**config.mk**
```make
export PLATFORM = sky130hd
export DESIGN_NAME = cpu_param
export DESIGN_NICKNAME = d
export VERILOG_FILES = /design/src/rtl/cpu_param.sv
export SDC_FILE = /design/constraint.sdc
export NUM_CORES = 1
export LEC_CHECK = 0
export CAP_MARGIN = 20
export CORE_UTILIZATION = 46
export CTS_CLUSTER_DIAMETER = 200
export DETAILED_ROUTE_END_ITERATION = 10
export PLACE_DENSITY = 0.69
export RECOVER_POWER = 100
export SYNTH_ARGS = -nofsm -noshare
export SYNTH_HDL_FRONTEND = slang
export SYNTH_SLANG_ARGS = --single-unit
```
**constraint.sdc**
```tcl
create_clock -name clk -period 2.96 [get_ports clk]
set_input_delay 0.592 -clock clk [delete_from_list [all_inputs] [get_ports clk]]
set_output_delay 0.592 -clock clk [all_outputs]
set_load 0.005 [all_outputs]
```
**src/rtl/cpu_param.sv**
```systemverilog
// Parametrised multi-cycle accumulator CPU: A/B registers, NZVC flags and a
// single wait-stated memory port shared by fetch, operand and data accesses.
module cpu_param #(
  parameter int DATA_W = 8,
  parameter int ADDR_W = 8,
  parameter logic [ADDR_W-1:0] RESET_PC = '0
) (
  input  logic              clk,
  input  logic              rst,
  input  logic [DATA_W-1:0] from_memory,
  input  logic              mem_ready,
  output logic              mem_req,
  output logic              write_en,
  output logic [ADDR_W-1:0] address,
  output logic [DATA_W-1:0] to_memory,
  output logic              halted
);

  typedef enum logic [2:0] {
    S_FETCH, S_DECODE, S_OPERAND, S_MEM_RD, S_MEM_WR, S_EXEC, S_HALT
  } state_t;

  localparam logic [3:0] OP_NOP = 4'd0,  OP_LDA_IMM = 4'd1, OP_LDA_DIR = 4'd2;
  localparam logic [3:0] OP_LDB_IMM = 4'd3, OP_LDB_DIR = 4'd4, OP_STA = 4'd5;
  localparam logic [3:0] OP_ADD = 4'd6, OP_SUB = 4'd7, OP_AND = 4'd8, OP_OR = 4'd9;
  localparam logic [3:0] OP_INC = 4'd10, OP_DEC = 4'd11;
  localparam logic [3:0] OP_BRA = 4'd12, OP_BEQ = 4'd13, OP_BCS = 4'd14, OP_HALT = 4'd15;
  localparam int MSB = DATA_W - 1;
  localparam logic [DATA_W-1:0] ONE = DATA_W'(1);

  state_t state_reg, state_next;
  logic [ADDR_W-1:0] pc_reg;
  logic [DATA_W-1:0] ir_reg, opr_reg, a_reg, b_reg;
  logic [3:0]        ccr_reg;   // {N, Z, V, C}
  logic [3:0]        opcode;

  logic [DATA_W-1:0] alu_opnd, alu_res;
  logic [DATA_W:0]   alu_sum, alu_diff;
  logic              alu_v, alu_c, alu_op, branch_taken;

  assign opcode = ir_reg[3:0];
  assign alu_op = (opcode >= OP_ADD) && (opcode <= OP_DEC);
  assign branch_taken = (opcode == OP_BRA) ||
                        ((opcode == OP_BEQ) && ccr_reg[2]) ||
                        ((opcode == OP_BCS) && ccr_reg[0]);

  // Upper IR/OPR bits are architecturally ignored; keep them visibly consumed.
  logic unused_bits;
  assign unused_bits = ^{ir_reg, opr_reg};

  always_comb begin
    alu_opnd = b_reg;
    if (opcode == OP_INC || opcode == OP_DEC) alu_opnd = ONE;
    alu_sum  = {1'b0, a_reg} + {1'b0, alu_opnd};
    alu_diff = {1'b0, a_reg} - {1'b0, alu_opnd};
    alu_res  = '0;
    alu_v    = 1'b0;
    alu_c    = 1'b0;
    case (opcode)
      OP_ADD, OP_INC: begin
        alu_res = alu_sum[MSB:0];
        alu_c   = alu_sum[DATA_W];
        alu_v   = (a_reg[MSB] == alu_opnd[MSB]) && (alu_sum[MSB] != a_reg[MSB]);
      end
      OP_SUB, OP_DEC: begin
        // The extended top bit of the difference is set exactly when a borrow occurs.
        alu_res = alu_diff[MSB:0];
        alu_c   = alu_diff[DATA_W];
        alu_v   = (a_reg[MSB] != alu_opnd[MSB]) && (alu_diff[MSB] != a_reg[MSB]);
      end
      OP_AND:  alu_res = a_reg & b_reg;
      OP_OR:   alu_res = a_reg | b_reg;
      default: alu_res = '0;
    endcase
  end

  always_comb begin
    state_next = state_reg;
    case (state_reg)
      S_FETCH:  if (mem_ready) state_next = S_DECODE;
      S_DECODE: begin
        if (opcode == OP_NOP)       state_next = S_FETCH;
        else if (alu_op)            state_next = S_EXEC;
        else if (opcode == OP_HALT) state_next = S_HALT;
        else                        state_next = S_OPERAND;
      end
      S_OPERAND: begin
        if (mem_ready) begin
          case (opcode)
            OP_LDA_DIR, OP_LDB_DIR: state_next = S_MEM_RD;
            OP_STA:                 state_next = S_MEM_WR;
            OP_BRA, OP_BEQ, OP_BCS: state_next = S_EXEC;
            default:                state_next = S_FETCH;
          endcase
        end
      end
      S_MEM_RD, S_MEM_WR: if (mem_ready) state_next = S_FETCH;
      S_EXEC:   state_next = S_FETCH;
      default:  state_next = S_HALT;
    endcase
  end

  always_ff @(posedge clk) begin
    if (rst) begin
      state_reg <= S_FETCH;
      pc_reg    <= RESET_PC;
      ir_reg    <= '0;
      opr_reg   <= '0;
      a_reg     <= '0;
      b_reg     <= '0;
      ccr_reg   <= '0;
    end else begin
      state_reg <= state_next;
      case (state_reg)
        S_FETCH: if (mem_ready) begin
          ir_reg <= from_memory;
          pc_reg <= pc_reg + ADDR_W'(1);
        end
        S_OPERAND: if (mem_ready) begin
          opr_reg <= from_memory;
          pc_reg  <= pc_reg + ADDR_W'(1);
          if (opcode == OP_LDA_IMM) a_reg <= from_memory;
          if (opcode == OP_LDB_IMM) b_reg <= from_memory;
        end
        S_MEM_RD: if (mem_ready) begin
          if (opcode == OP_LDA_DIR) a_reg <= from_memory;
          else                      b_reg <= from_memory;
        end
        S_EXEC: begin
          if (alu_op) begin
            a_reg   <= alu_res;
            ccr_reg <= {alu_res[MSB], (alu_res == '0), alu_v, alu_c};
          end else if (branch_taken) begin
            pc_reg <= opr_reg[ADDR_W-1:0];
          end
        end
        default: ;
      endcase
    end
  end

  // Port outputs are decoded from state so they stay still through wait cycles.
  always_comb begin
    mem_req   = !rst && (state_reg == S_FETCH || state_reg == S_OPERAND ||
                         state_reg == S_MEM_RD || state_reg == S_MEM_WR);
    write_en  = !rst && (state_reg == S_MEM_WR);
    address   = (state_reg == S_MEM_RD || state_reg == S_MEM_WR) ?
                opr_reg[ADDR_W-1:0] : pc_reg;
    to_memory = (state_reg == S_MEM_WR) ? a_reg : '0;
    halted    = (state_reg == S_HALT);
  end

endmodule

```
# ---- After elaboration in Yosys (flattened, before gate mapping)
# Index checks and enable logic that the tools add are counted.
dict set report op_classes {
  addsub 3
  n_lt_le_gt_ge 2
  n_eq_ne 37
  muxes 29
  n_bitwise 2
  n_reduce_logical 34
}
# cell count
set op_table {}
lappend op_table {{$mux W8} 15}
lappend op_table {{$eq A4 B4 Y1 const B} 8}
lappend op_table {{$pmux W8 S2} 2}
lappend op_table {{$pmux W8 S4} 1}
lappend op_table {{$pmux W8 S3} 1}
lappend op_table {{$ne A2 B2 Y1 const B} 11}
lappend op_table {{$mux W3} 6}
lappend op_table {{$eq A4 B3 Y1 const B} 4}
lappend op_table {{$pmux W3 S5} 1}
lappend op_table {{$reduce_or A2 Y1} 5}
lappend op_table {{$add A8 B8 Y9} 1}
lappend op_table {{$eq A3 B3 Y1 const B} 3}
lappend op_table {{$pmux W3 S3} 1}
lappend op_table {{$sub A8 B8 Y9} 1}
lappend op_table {{$add A8 B1 Y8 const B} 1}
lappend op_table {{$and A8 B8 Y8} 1}
lappend op_table {{$eq A4 B2 Y1 const B} 2}
lappend op_table {{$logic_not A8 Y1} 1}
lappend op_table {{$or A8 B8 Y8} 1}
lappend op_table {{$logic_and A1 B1 Y1} 7}
lappend op_table {{$logic_or A1 B1 Y1} 7}
lappend op_table {{$eq A3 B2 Y1 const B} 2}
lappend op_table {{$reduce_and A2 Y1} 3}
lappend op_table {{$reduce_and A6 Y1} 1}
lappend op_table {{other kinds (17)} 21}
dict set report totals {
  ff_bits 42
  inputBits 11
  output_inout_bits 19
}

# ---- Logic depth before layout (Yosys ltp)
dict set report logic_depth {
  ltp_word 7
  depth_mapped 15
  mapped_depth_nobuf 13
}

# ---- Least setup slack after synthesis
# OpenSTA, ideal clock, no wires.
dict set report synth_timing {
  path_type {register to register}
  from {register ir_reg[3]}
  to {register ccr_reg[2]}
  setup_time_ns 0.084
  arrival_time_ns 2.996
  required_time_ns 2.876
  setup_slack_ns -0.120
  path_stages_with_launch 16
  n_path_buf 2
  synth_period_minus_slack_ns 3.080
  cell_sequence {dfxtp_1 > buf_2 > nand2b_1 > or2_2 > clkbuf_1 > nand2b_1 > ha_1 > inv_1 > fa_1 > o21bai_1 > a21oi_1 > o31ai_1 > o21ba_1 > nor3_1 > or3_1 > o31ai_2}
}
dict set report synth_via {
  elab_chain_cells 6
  elab_cells_between_ends 18
}
# element line_no
set synth_rtl {}
lappend synth_rtl {{start, declared} 33} ;# logic [DATA_W-1:0] ir_reg, opr_reg, a_reg, b_reg;
lappend synth_rtl {{start signal, assigned} 116} ;# ir_reg <= from_memory;
lappend synth_rtl {{$eq A4 B4 Y1} {53, 59}}
lappend synth_rtl {{$logic_or A1 B1 Y1} 53} ;# if (opcode == OP_INC || opcode == OP_DEC) alu_opnd = ONE;
lappend synth_rtl {{$mux W8} 53}
lappend synth_rtl {{$sub A8 B8 Y9 or $add A8 B8 Y9 (tied branches)} {55, 54}}
lappend synth_rtl {{$pmux W8 S4} 59} ;# case (opcode)
lappend synth_rtl {{$logic_not A8 Y1} 132} ;# ccr_reg <= {alu_res[MSB], (alu_res == '0), alu_v, alu_c};
lappend synth_rtl {{end signal, assigned} 132}
lappend synth_rtl {{end, declared} 34} ;# logic [3:0] ccr_reg;
# Parallel ways exist; a longest one is shown, timed or not.
# A chain may end at the register's enable or synchronous reset.

# ---- Final worst setup path
dict set report layout_timing {
  from {register ir_reg[2]}
  to {register ccr_reg[2]}
}
# Same word-level chain as after synthesis.

==> summary.md <==
| Metric | Value |
|---|---|
| I/O pin count | `30` |
| Row count | `29` |
| Die width | `84.4 um` |
| Largest net degree at the start of global routing | `32` |
| Fin. max-slew vios | `0` |
| Core area | `0.00646 mm^2` |
| Layout area overhead | `18.9%` |
| Fin Hold WS | `0.471 ns` |
| Clk_skew | `0.00843 ns` |
| Port Buffers | `29` |
| Ant diodes | `0` |
| Reg2Reg Setup Slack | `0.1 ns` |
| Sequential fraction of the synthesis area | `0.263` |
| CTS root buf | `clkbuf_8` |
| Worst-Margin Slew | `0.969 ns` |
| DP Area | `0.00358 mm^2` |
| Startpoint Class | `register` |
| All-layer global routing usage | `0.251` |
| Synthesized area per cell | `7.50 um^2` |
| Number of buffers created by CTS | `5` |
| Maximum VDD drop | `0.260 mV` |
| Vias per Instance | `5.88` |
| Pwr/cell area | `337 mW/mm^2` |
| RSZ-0062 raised after global routing | `yes` |
| Worst EP arrival | `3.09 ns` |
| Syn. warnings | `0` |
| Drt wl/cell | `16.5 um` |
| Die Height | `84.4 um` |
| Peak fanout along the critical path | `3` |
| DRT iter0 DRCs | `238` |
| Failing checks | `design-rule violations` |
| Post-synth EDFFs | `0` |
| Req. time, crit path | `3.19 ns` |
| Post-route DRC | `2` |
| Worst-skew pair later-pin latency | `0.30 ns` |
| GRT Residual Overflow | `0` |
| Clock transition at path regs | `0.09 ns` |
| Most frequent cells in the layout | `59 x nand2_1, 48 x nor2_1, 41 x dfxtp_1` |
| Setup TNS | `0 ns` |
| Ys flop type | `dfxtp_1` |
| Cell count after synthesis | `417` |
| Mapped Nets | `449` |
| CTS tree | `built` |
| Seq cells post-synth | `41` |
| Vias | `3109` |
| First-pass detailed-route iteration total | `7` |
| Final setup violation count | `0` |
| Async SR Flop Fraction | `0` |
| Total routed wirelength | `8.71 mm` |
| Initial Utilization | `0.484` |
| Max Cap Violations | `0` |
| Reg2reg end | `ccr_reg[2]` |
| Rel. slew slack | `0.351` |
| Clock buffer depth | `2` |
| CP endpoint | `ccr_reg[2]` |
| H-tree depth | `2` |
| Unique masters post-synth | `63` |
| RR Startpoint | `ir_reg[2]` |
| Fin. Hold Viols | `0` |
| Post-cts hold buffer count | `0` |
| Vias in the first global route | `2911` |
| Die area | `0.00713 mm^2` |
| Util after Layout | `0.575` |
| Worst Reg-to-Reg Cells | `12` |
| Fraction of layout cells with a size suffix above 1 | `0.111` |
| WS Path Type | `register to register` |
| Design Area, Final | `0.00371 mm^2` |
| Detailed placer's ending HPWL | `6.55 mm` |
| Worst Setup SP | `ir_reg[2]` |
| CP endpoint kind | `register` |
| Run status | `finished, violations left` |
| Placer Congestion | `0.926` |
| Final nets | `483` |
| Final ANT Viol Nets | `0` |
| Clk sinks | `41` |
| Syn Std Cell Area | `0.00313 mm^2` |
| Leakage | `1.48 nW` |
| Fin crit share | `0.967` |
| Final min period | `2.86 ns` |
| Initial antenna violation count | `0` |
| Most common cell after layout, fill and taps aside | `nand2_1` |
| First-pass GRT wire length | `14.4 mm` |
| Hold Crit Class | `register to register` |
| F_max | `349 MHz` |
## how the worst min path moves through the flow
stage | startpoint | to | slack (ns) | cells past startpoint
after floorplan | opr_reg[2] | opr_reg[2] | 0.44 | 2
after global placement | opr_reg[3] | opr_reg[3] | 0.45 | 2
after detailed placement | opr_reg[7] | opr_reg[7] | 0.46 | 2
after CTS | opr_reg[2] | opr_reg[2] | 0.48 | 2
after global routing | opr_reg[7] | opr_reg[7] | 0.49 | 2
final | opr_reg[2] | opr_reg[2] | 0.47 | 2
## power breakdown
group | internal, W | switching (W)
logic | 0.000115 | 0.000153
clock network | 0.000170 | 0.000219
registers | 0.000569 | 0.0000259
## critical path, stage by stage (launching register included)
cell and delay (ns):
dfxtp_1 0.32, nand2b_4 0.14, or2_4 0.26, nand2_2 0.11, inv_1 0.08, fa_1 0.42, and2b_1 0.23, o2111ai_1 0.14
a21oi_1 0.15, o21ba_1 0.18, and3_4 0.18, or3_1 0.35, o31ai_2 0.20
## Yosys cell counts (all sizes together), types with 9 or more instances
cell type,number,area [um^2]
nand2,60,225
nor2,48,183
dfxtp,41,821
a21oi,39,195
inv,21,78.8
ha,19,238
o21ai,17,85.1
mux2i,14,140
clkbuf,13,48.8
buf,11,51.3
nor3,9,45.0
## cell families (layout without fill, tap and decap cells)
family | Yosys count | after routing | share of synthesized area
buffers and inverters | 45 | 80 | 0.0572
XOR/XNOR | 5 | 5 | 0.0140
AO/OA/AOI/OAI | 114 | 114 | 0.246
adder cells (fa/ha/maj) | 26 | 26 | 0.105
multiplexers | 22 | 22 | 0.0737
flip-flops | 41 | 41 | 0.263
AND/OR/NAND/NOR | 164 | 164 | 0.241
## area by class of cell
cell class / instances / area [um^2]
Inverter: 21 / 78.8
Clock inverter: 3 / 25.0
Sequential cell: 41 / 821
Multi-Input combinational cell: 331 / 2180
Fill cell: 618 / 2740
Tap cell: 77 / 96.3
Clock buffer: 5 / 68.8
Timing Repair Buffer: 51 / 448
## through the flow
step                      setup slack (ns)  cells  total power (W)
after floorplan                    0.00889    417         0.000777
after global placement              0.0897    520         0.000869
after detailed placement            0.0245    520         0.000872
after CTS                         0.000260    529          0.00126
after global routing               -0.0171    529          0.00131
final                               0.0963    529          0.00125
## per-layer routing
metal	routed length, um	vias up	GRT usage
met5	0	-	0
met4	133	0	0.0632
met3	438	15	0.0393
met2	3880	91	0.389
met1	4260	1464	0.365
li1	-	1539	-
## timing repair
action,CTS,global route
setup buffers,1,0
pin swaps,2,3
setup endpoints to repair,1,7
hold endpoints to repair,0,0
resized for setup,0,9
(Power assumes the default switching activity.)
